$ cat config.mk
export PLATFORM = sky130hd
export DESIGN_NAME = spi_master_reader
export DESIGN_NICKNAME = d
export VERILOG_FILES = /design/src/rtl/spi_master_pkg.sv /design/src/rtl/sync_2ff.sv /design/src/rtl/spi_master_reader.sv
export SDC_FILE = /design/constraint.sdc
export NUM_CORES = 1
export LEC_CHECK = 0
export BUFFER_PORTS_ARGS = -buffer_cell sky130_fd_sc_hd__buf_2
export CORE_UTILIZATION = 55
export CTS_BUF_LIST = sky130_fd_sc_hd__clkbuf_8
export DETAILED_ROUTE_END_ITERATION = 10
export GPL_ROUTABILITY_DRIVEN = 0
export PLACE_DENSITY = 0.82
export SLEW_MARGIN = 30
export SYNTH_ARGS = -nofsm -noshare
export SYNTH_HDL_FRONTEND = slang
export SYNTH_HIERARCHICAL = 1
export SYNTH_SLANG_ARGS = --single-unit
export TNS_END_PERCENT = 5
$ cat constraint.sdc
create_clock -name clk -period 3.05 [get_ports clk]
set_clock_uncertainty 0.2 [all_clocks]
set_input_delay 0.305 -clock clk [delete_from_list [all_inputs] [get_ports clk]]
set_output_delay 0.305 -clock clk [all_outputs]
set_load 0.02 [all_outputs]
$ cat src/rtl/spi_master_pkg.sv
// Shared types and defaults for the SPI word reader.
// The master drives the bus in mode 1: SCK idles low, the slave shifts on rising SCK and the master samples on falling SCK.
package spi_master_pkg;

    typedef enum logic [2:0] {
        IDLE,
        SETUP,
        SCK_HI,
        SCK_LO,
        HOLD,
        GAP
    } spi_mst_state_t;

    localparam int DEF_WIDTH        = 32;
    localparam int DEF_CLK_DIV      = 4;
    localparam int DEF_CS_SETUP_CYC = 2;
    localparam int DEF_CS_HOLD_CYC  = 2;
    localparam int DEF_IDLE_GAP_CYC = 4;

    // {CPOL, CPHA}: bit 1 is the idle level of SCK, bit 0 set means data is sampled on the trailing edge
    localparam logic [1:0] SPI_MODE = 2'b01;

    function automatic int max_of4(input int a, input int b, input int c, input int d);
        int m;
        m = a;
        if (b > m) m = b;
        if (c > m) m = c;
        if (d > m) m = d;
        return m;
    endfunction

endpackage

$ cat src/rtl/sync_2ff.sv
// Two-flop synchronizer for a single asynchronous input bit.
module sync_2ff (
    input  logic clk,
    input  logic reset,
    input  logic d,
    output logic q
);

    logic meta_q;
    logic sync_q;

    always_ff @(posedge clk or negedge reset) begin
        if (!reset) begin
            meta_q <= 1'b0;
            sync_q <= 1'b0;
        end else begin
            meta_q <= d;
            sync_q <= meta_q;
        end
    end

    assign q = sync_q;

endmodule

$ cat src/rtl/spi_master_reader.sv
// SPI master that clocks one WIDTH-bit word out of the slave per start request,
// shifting tx_data out on MOSI at the same time.
module spi_master_reader
    import spi_master_pkg::*;
#(
    parameter int WIDTH        = DEF_WIDTH,
    parameter int CLK_DIV      = DEF_CLK_DIV,
    parameter int CS_SETUP_CYC = DEF_CS_SETUP_CYC,
    parameter int CS_HOLD_CYC  = DEF_CS_HOLD_CYC,
    parameter int IDLE_GAP_CYC = DEF_IDLE_GAP_CYC
) (
    input  logic             clk,
    input  logic             reset,
    input  logic             start,
    input  logic [WIDTH-1:0] tx_data,
    output logic             busy,
    output logic [WIDTH-1:0] rx_data,
    output logic             rx_valid,
    output logic             SPI_Clk,
    output logic             SPI_CS_n,
    output logic             SPI_MOSI,
    input  logic             SPI_MISO
);

    localparam int BIT_W   = $clog2(WIDTH + 1);
    localparam int CNT_MAX = max_of4(CLK_DIV, CS_SETUP_CYC, CS_HOLD_CYC, IDLE_GAP_CYC);
    localparam int CNT_W   = (CNT_MAX > 1) ? $clog2(CNT_MAX) : 1;

    localparam logic [CNT_W-1:0] SETUP_LOAD = CNT_W'(CS_SETUP_CYC - 1);
    localparam logic [CNT_W-1:0] DIV_LOAD   = CNT_W'(CLK_DIV - 1);
    localparam logic [CNT_W-1:0] HOLD_LOAD  = CNT_W'(CS_HOLD_CYC - 1);
    localparam logic [CNT_W-1:0] GAP_LOAD   = CNT_W'(IDLE_GAP_CYC - 1);
    localparam logic             SCK_IDLE   = SPI_MODE[1];

    spi_mst_state_t   state_q, state_d;
    logic [CNT_W-1:0] cnt_q, cnt_d;
    logic [BIT_W-1:0] bit_cnt_q, bit_cnt_d;
    logic [WIDTH-1:0] tx_shift_q, tx_shift_d;
    logic [WIDTH-1:0] rx_shift_q, rx_shift_d;
    logic [WIDTH-1:0] rx_data_q, rx_data_d;
    logic             rx_valid_q, rx_valid_d;
    logic             sck_q, sck_d;
    logic             cs_n_q, cs_n_d;
    logic             mosi_q, mosi_d;

    logic             miso_sync;
    logic             state_done;
    logic             fall_cycle;
    logic             accept;

    sync_2ff u_miso_sync (
        .clk   (clk),
        .reset (reset),
        .d     (SPI_MISO),
        .q     (miso_sync)
    );

    // Every timed state reloads the counter on entry and leaves when it reaches zero.
    assign state_done = (cnt_q == '0);
    assign fall_cycle = (state_q == SCK_LO) && (cnt_q == DIV_LOAD);
    assign accept     = (state_q == IDLE) && start;

    always_ff @(posedge clk or negedge reset) begin
        if (!reset) begin
            state_q    <= IDLE;
            cnt_q      <= '0;
            bit_cnt_q  <= '0;
            tx_shift_q <= '0;
            rx_shift_q <= '0;
            rx_data_q  <= '0;
            rx_valid_q <= 1'b0;
            sck_q      <= SCK_IDLE;
            cs_n_q     <= 1'b1;
            mosi_q     <= 1'b0;
        end else begin
            state_q    <= state_d;
            cnt_q      <= cnt_d;
            bit_cnt_q  <= bit_cnt_d;
            tx_shift_q <= tx_shift_d;
            rx_shift_q <= rx_shift_d;
            rx_data_q  <= rx_data_d;
            rx_valid_q <= rx_valid_d;
            sck_q      <= sck_d;
            cs_n_q     <= cs_n_d;
            mosi_q     <= mosi_d;
        end
    end

    always_comb begin
        state_d = state_q;
        unique case (state_q)
            IDLE:    if (start)      state_d = SETUP;
            SETUP:   if (state_done) state_d = SCK_HI;
            SCK_HI:  if (state_done) state_d = SCK_LO;
            SCK_LO:  if (state_done) state_d = (bit_cnt_q != '0) ? SCK_HI : HOLD;
            HOLD:    if (state_done) state_d = GAP;
            GAP:     if (state_done) state_d = IDLE;
            default:                 state_d = IDLE;
        endcase
    end

    always_comb begin
        cnt_d      = cnt_q;
        bit_cnt_d  = bit_cnt_q;
        tx_shift_d = tx_shift_q;
        rx_shift_d = rx_shift_q;
        rx_data_d  = rx_data_q;
        rx_valid_d = 1'b0;

        if (state_d != state_q) begin
            unique case (state_d)
                SETUP:          cnt_d = SETUP_LOAD;
                SCK_HI, SCK_LO: cnt_d = DIV_LOAD;
                HOLD:           cnt_d = HOLD_LOAD;
                GAP:            cnt_d = GAP_LOAD;
                default:        cnt_d = '0;
            endcase
        end else if (!state_done) begin
            cnt_d = cnt_q - CNT_W'(1);
        end

        if (accept) begin
            tx_shift_d = tx_data;
            bit_cnt_d  = BIT_W'(WIDTH);
        end

        // The synchronizer delay is two cycles, so with CLK_DIV >= 3 this already sees the bit launched on the last rising SCK.
        if (fall_cycle) begin
            rx_shift_d = {rx_shift_q[WIDTH-2:0], miso_sync};
            tx_shift_d = {tx_shift_q[WIDTH-2:0], 1'b0};
            bit_cnt_d  = bit_cnt_q - BIT_W'(1);
        end

        if ((state_q == HOLD) && state_done) begin
            rx_data_d  = rx_shift_q;
            rx_valid_d = 1'b1;
        end
    end

    // Bus pins are registered from the upcoming state so they change on the same edge as the state.
    always_comb begin
        cs_n_d = (state_d == IDLE) || (state_d == GAP);
        sck_d  = (state_d == SCK_HI) ? ~SCK_IDLE : SCK_IDLE;
        mosi_d = cs_n_d ? 1'b0 : tx_shift_d[WIDTH-1];
    end

    assign busy     = (state_q != IDLE);
    assign rx_data  = rx_data_q;
    assign rx_valid = rx_valid_q;
    assign SPI_Clk  = sck_q;
    assign SPI_CS_n = cs_n_q;
    assign SPI_MOSI = mosi_q;

endmodule

==> results of run 1 <==
cells in the final DEF, fill, tap and decap left out, drive strengths merged, types with 2 or more instances in the layout:
cell,synthesis,routed
mux2,33,33
o21ai,4,4
buf,20,80
mux2i,4,4
a211oi,4,4
nor3,5,5
ha,3,3
clkbuf,7,22
inv,5,5
dlygate4sd3,0,34
nand2b,2,2
clkinvlp,0,3
dfrtp,112,112
nand3b,2,2
clkinv,0,5
nand2,165,165
nor2,8,8
nor2b,2,2
a21oi,8,8
a22oi,31,31
a31oi,2,2
critical path, stage by stage, from the launching register on:
cell and delay [ns]:
dfrtp_1 0.41, inv_1 0.08, ha_1 0.43, and3_2 0.50
buf_4 0.30, mux2_4 0.33
power by group through the flow:
stage / Clock (mW) / Combinational [mW] / Sequential [mW]
after detailed placement: 0 / 1.08 / 2.08
after floorplan: 0 / 0.858 / 2.00
after global routing: 1.42 / 1.28 / 2.10
final: 1.32 / 1.13 / 2.06
after CTS: 1.35 / 1.13 / 2.05
after global placement: 0 / 1.02 / 2.06
Yosys cell counts, drive strengths merged (2+ instances only):
cell,count
a211oi,4
a21oi,8
a22oi,31
a31oi,2
buf,20
clkbuf,7
dfrtp,112
ha,3
inv,5
mux2,33
mux2i,4
nand2,165
nand2b,2
nand3b,2
nor2,8
nor2b,2
nor3,5
o21ai,4
routing by layer:
layer	vias to the layer above	track usage	part of all wire
met5	-	0	0
met2	109	0.3883	0.52
met4	0	0.07821	0.0087
met1	1702	0.2862	0.42
met3	8	0.06924	0.047
li1	1655	-	-
flip-flops by register name (all words and copies together), names as in the netlist:
| name | cells |
|---|---|
| SPI_CS_n | 1 |
| SPI_Clk | 1 |
| SPI_MOSI | 1 |
| bit_cnt_q | 6 |
| cnt_q | 2 |
| rx_data | 32 |
| rx_shift_q | 32 |
| rx_valid | 1 |
| state_q | 3 |
| tx_shift_q | 32 |
| u_miso_sync/meta_q | 1 |
| u_miso_sync/q | 1 |
cells by family (layout without fill, tap and decap cells):
logic type / Yosys count / in the layout / share of synthesized area
flip-flops: 113 / 113 / 0.6021
multiplexers: 37 / 37 / 0.1036
XOR/XNOR: 1 / 1 / 0.001865
AO/OA/AOI/OAI: 54 / 54 / 0.07990
buffers and inverters: 32 / 150 / 0.03595
adder cells (fa/ha/maj): 3 / 3 / 0.007990
AND/OR/NAND/NOR: 193 / 193 / 0.1686
final cells by class:
type,count,area (um^2),share of cell area
flip-flops and latches,113,2829,0.4835
clock buffers,22,302.8,0.05175
well taps,105,131.4,0.02246
clock inverters,9,81.33,0.01390
inverters,5,18.77,0.003208
repair buffers,114,775.7,0.1326
multi-input cells,288,1712,0.2926
worst min path at each step:
stage	cells past startpoint	slack [ns]	to	startpoint
after global placement	0	0.13	u_miso_sync/q	u_miso_sync/meta_q
after detailed placement	0	0.15	u_miso_sync/q	u_miso_sync/meta_q
final	4	0.08	SPI_CS_n	start
after global routing	4	0.09	SPI_CS_n	start
after floorplan	0	-0.19	SPI_Clk	reset
after CTS	4	0.05	SPI_CS_n	start
==> out/qor.yml, run 1 <==
die_y_um: 94.43
period_share: 0.7808
grt_max_degree: 66
cp.arrival_ns: 2.48
syn_nets: 472
ys_seq_elements: 113
rsz0062_at_grt: "false"
cts_buffer_depth: 2
slew_violations: 0
p_int_mw: 2.951
cts_root_buffer: "clkbuf_8"
finalPower_mw: 4.514
drc: 0
finalSetupViolations: 0
synth.distinct_cells: 40
power_frac_comb: 0.250
cts_max_level: 4
utilization: 0.7085
syn_to_final_growth_pct: 24.53
cts.sinks: 113
cts_resized: 0
fill_cells: 575
r2r_slack_ns: 0.67
overflow: 0
core-area_um2: 8258
cp.required_ns: 3.15
setup.worst_path.start: "cnt_q[0]"
wirelength_um: 9477
r2r-start: "cnt_q[0]"
cp-endpoint: "rx_data[2]"
p_sw_frac: 0.3461
wire_per_inst_um: 14.45
cts_setup_buffers: 0
clk_pin_slew_worst_paths_ns: 0.07
synth.cell_area_um2: 4698
num_rows: 33
first_pass_iters: 5
power_frac_seq: 0.456
fin_crit_ns: 2.381
antenna_found_initial: 0
start_util: 0.5689
grt_pass1_vias: 3380
die_w_um: 94.43
fin_area_um2: 5851
place_ws_ns: 0.6897
ys_top_cells_by_area: "dfrtp_1 (60%), nand2_1 (13%), mux2_4 (6.4%), a22oi_1 (5.0%), mux2_1 (2.2%)"
p_leak_nw: 3.128
post_drt_via_cell_ratio: 5.296
die_area_um2: 8916
worst_setup_path_start_kind: "flip-flop"
relSlewSlack: 0.4759
avgSynthCellArea_um2: 10.85
regToRegEndpoint: "rx_data[2]"
drt_iter0_markers: 180
dp_cells: 591
powerDensity_nw_per_um2: 771.5
hold_buffers: 34
p_switching_mw: 1.562
synth_largest_area_cell: "dfrtp_1"
whs_ns: 0.07831
hold_path.class: "in -> reg"
clk-insertion-delay-late_ns: 0.42
instances_no_fill: 656
ant_nets: 0
seq_area_frac_synth: 0.6021
detailed_place.area_um2: 5126
yosysWarnings: 6
worstMarginPinSlew_ns: 0.7861
grt_pass1_wl_um: 15730
status: "completed"
diodes: 0
cts-buffers-inserted: 17
grt_usage: 0.2317
fin_nets: 578
path_class: "reg -> reg"
portBuffers: 72
vias: 3474
reg2reg_depth: 5
drive_gt1_frac: 0.2559
syn_inst: 433
hpwl_um: 5846
critPathCaptureType: "flip-flop"
cap_viol_max_count: 0
synth_edf_count: 0
fin_ws_ns: 0.6686
crit_fanout: 15
synth_top_area_frac: 0.5965
cts_tree: "yes"
max_freq_mhz: 419.9
synth_ff_type: "dfrtp_1"
hold_violations: 0
ir_drop_uv: 506.5
async_reset_ff_frac: 1.000
fin_setup_tns_ns: 0
ios: 73
p_clk_frac: 0.293
Note: power is estimated with default switching activity, not from simulation.
==> inputs of run 2 (changes only) <==
Clock period 3.05 ns to 2.2 ns, I/O delays scaled along.
==> out/qor.yml, run 2 (synthesized netlist as in run 1, its figures left out) <==
ant_nets: 0  # unchanged
die_w_um: 94.43  # unchanged
fin_nets: 587  # +1.6%
worst_setup_path_start_kind: "flip-flop"
first_pass_iters: 4  # -1
die_area_um2: 8916  # unchanged
grt_pass1_vias: 3547  # +4.9%
post_drt_via_cell_ratio: 5.365  # +1.3%
relSlewSlack: 0.5448  # +0.06887
cpMostUsedCell: "buf_4"
portBuffers: 72  # unchanged
period_share: 0.9404  # +0.1596
regToRegEndpoint: "SPI_MOSI"
clk_pin_slew_worst_paths_ns: 0.07  # about the same
cts_max_level: 4  # unchanged
wire_per_inst_um: 14.42  # -0.20%
start_util: 0.5689  # unchanged
cp_slowest_cell: "dfrtp_1"
path_class: "reg -> reg"
powerDensity_nw_per_um2: 1102  # +43%
drc: 0  # unchanged
wirelength_um: 9602  # +1.3%
num_rows: 33  # unchanged
r2r_slack_ns: 0.13  # -0.54 ns
crit_fanout: 38  # +23
grt_usage: 0.2371  # +0.005390
antenna_found_initial: 0  # unchanged
die_y_um: 94.43  # unchanged
dp_cells: 599  # +1.4%
cpPeakStageDelay_ns: 0.44  # -0.06 ns
cts_setup_buffers: 0  # unchanged
reg2reg_depth: 5  # unchanged
ios: 73  # unchanged
diodes: 0  # unchanged
cp.arrival_ns: 2.20  # -0.28 ns
syn_to_final_growth_pct: 27.78
overflow: 0  # unchanged
max_freq_mhz: 483.3  # +15%
final_cell_mix: "nand2_1 (165), dfrtp_1 (112), buf_2 (71)"
utilization: 0.7270  # +0.01848
hpwl_um: 5867  # +0.36%
r2r-start: "state_q[1]"
cts_buffer_depth: 2  # unchanged
slew_violations: 0  # unchanged
drt_iter0_markers: 104  # -42%
final_common_cell: "nand2_1"
fin_setup_tns_ns: 0  # unchanged
rsz0062_at_grt: "false"
core-area_um2: 8258  # unchanged
hold_violations: 0  # unchanged
cp.required_ns: 2.34  # -0.81 ns
clk-insertion-delay-late_ns: 0.41  # about the same
p_leak_nw: 3.197  # +2.2%
ir_drop_uv: 896.2  # +77%
fin_crit_ns: 2.069  # -0.3125 ns
status: "completed"
vias: 3573  # +2.8%
grt_pass1_wl_um: 16130  # +2.6%
whs_ns: 0.1008  # +0.02246 ns
worstMarginPinSlew_ns: 0.6812  # -0.1049 ns
crit_chain: "buf_4 -> nor4b_4 -> buf_4 -> a22oi_1 -> a21oi_1"
finalSetupViolations: 0  # unchanged
critPathCaptureType: "flip-flop"
grt_max_degree: 66  # unchanged
drive_gt1_frac: 0.2656  # +0.009699
hold_path.class: "in -> async"
instances_no_fill: 666  # +1.5%
cts_tree: "yes"
cts-buffers-inserted: 17  # unchanged
cts_root_buffer: "clkbuf_8"
cts.sinks: 113  # unchanged
cap_viol_max_count: 0  # unchanged
==> run 2: cell count changes in the layout (fill, tap and decap cells not counted), sizes merged <==
cell	before	now
clkinvlp	3	5
bufinv	1	4
clkinv	5	3
dlygate4sd3	34	35
buf	80	88
inv	5	7
clkbuf	22	18
==> run 2: worst max-delay path by stage <==
stage | from | to | slack, ns | cells after the start
6_report | state_q[1] | SPI_MOSI | 0.13 | 5
5_1_grt | cnt_q[1] | bit_cnt_q[2] | 0.02 | 6
3_5_place_dp | state_q[1] | SPI_MOSI | 0.15 | 5
2_1_floorplan | cnt_q[0] | rx_data[10] | 0.47 | 6
4_1_cts | state_q[1] | SPI_MOSI | 0.16 | 5
3_3_place_gp | cnt_q[1] | SPI_MOSI | -0.14 | 5
==> run 2: area by class of cell <==
| type | instances | area [um^2] |
|---|---|---|
| clock buffer | 18 | 247.7 |
| clock inverter | 14 | 188.9 |
| fill | 587 | 2255 |
| inverter | 5 | 18.77 |
| multi-input combinational | 288 | 1717 |
| sequential | 113 | 2829 |
| tap | 105 | 131.4 |
| timing repair buffer | 123 | 870.8 |
==> run 2: repair_timing <==
item,CTS,global route
hold endpoints to repair,148,0
hold buffers,35,0
resized for setup,0,0
==> run 2: stage by stage <==
step / worst slack, ns / power, mW / instance area (um^2)
3_5_place_dp: 0.1537 / 4.482 / 5216
6_report: 0.1311 / 6.618 / 6003
2_1_floorplan: 0.4715 / 3.965 / 4698
4_1_cts: 0.1559 / 6.649 / 6003
3_3_place_gp: -0.1384 / 4.360 / 5211
5_1_grt: 0.01649 / 7.038 / 6003
==> run 2: where the power goes <==
group	internal (mW)	switching, mW
logic	0.621	1.09
registers	2.51	0.302
clock network	1.26	0.840
total	4.39	2.23
==> run 2: worst max-delay path, delay by kind of cell, from the launching register on <==
family | cells | cell delay (ns)
flip-flops | 1 | 0.44
AND/OR/NAND/NOR | 1 | 0.37
AO/OA/AOI/OAI | 2 | 0.35
buffers and inverters | 2 | 0.62
==> run 2: layer usage <==
metal  GRT usage  vias up  routed length, um
met5           0        -                  0
met4     0.09231        0                155
met3     0.06039       17                367
met2      0.3925       91               4950
met1      0.2991     1780               4129
li1            -     1685                  -
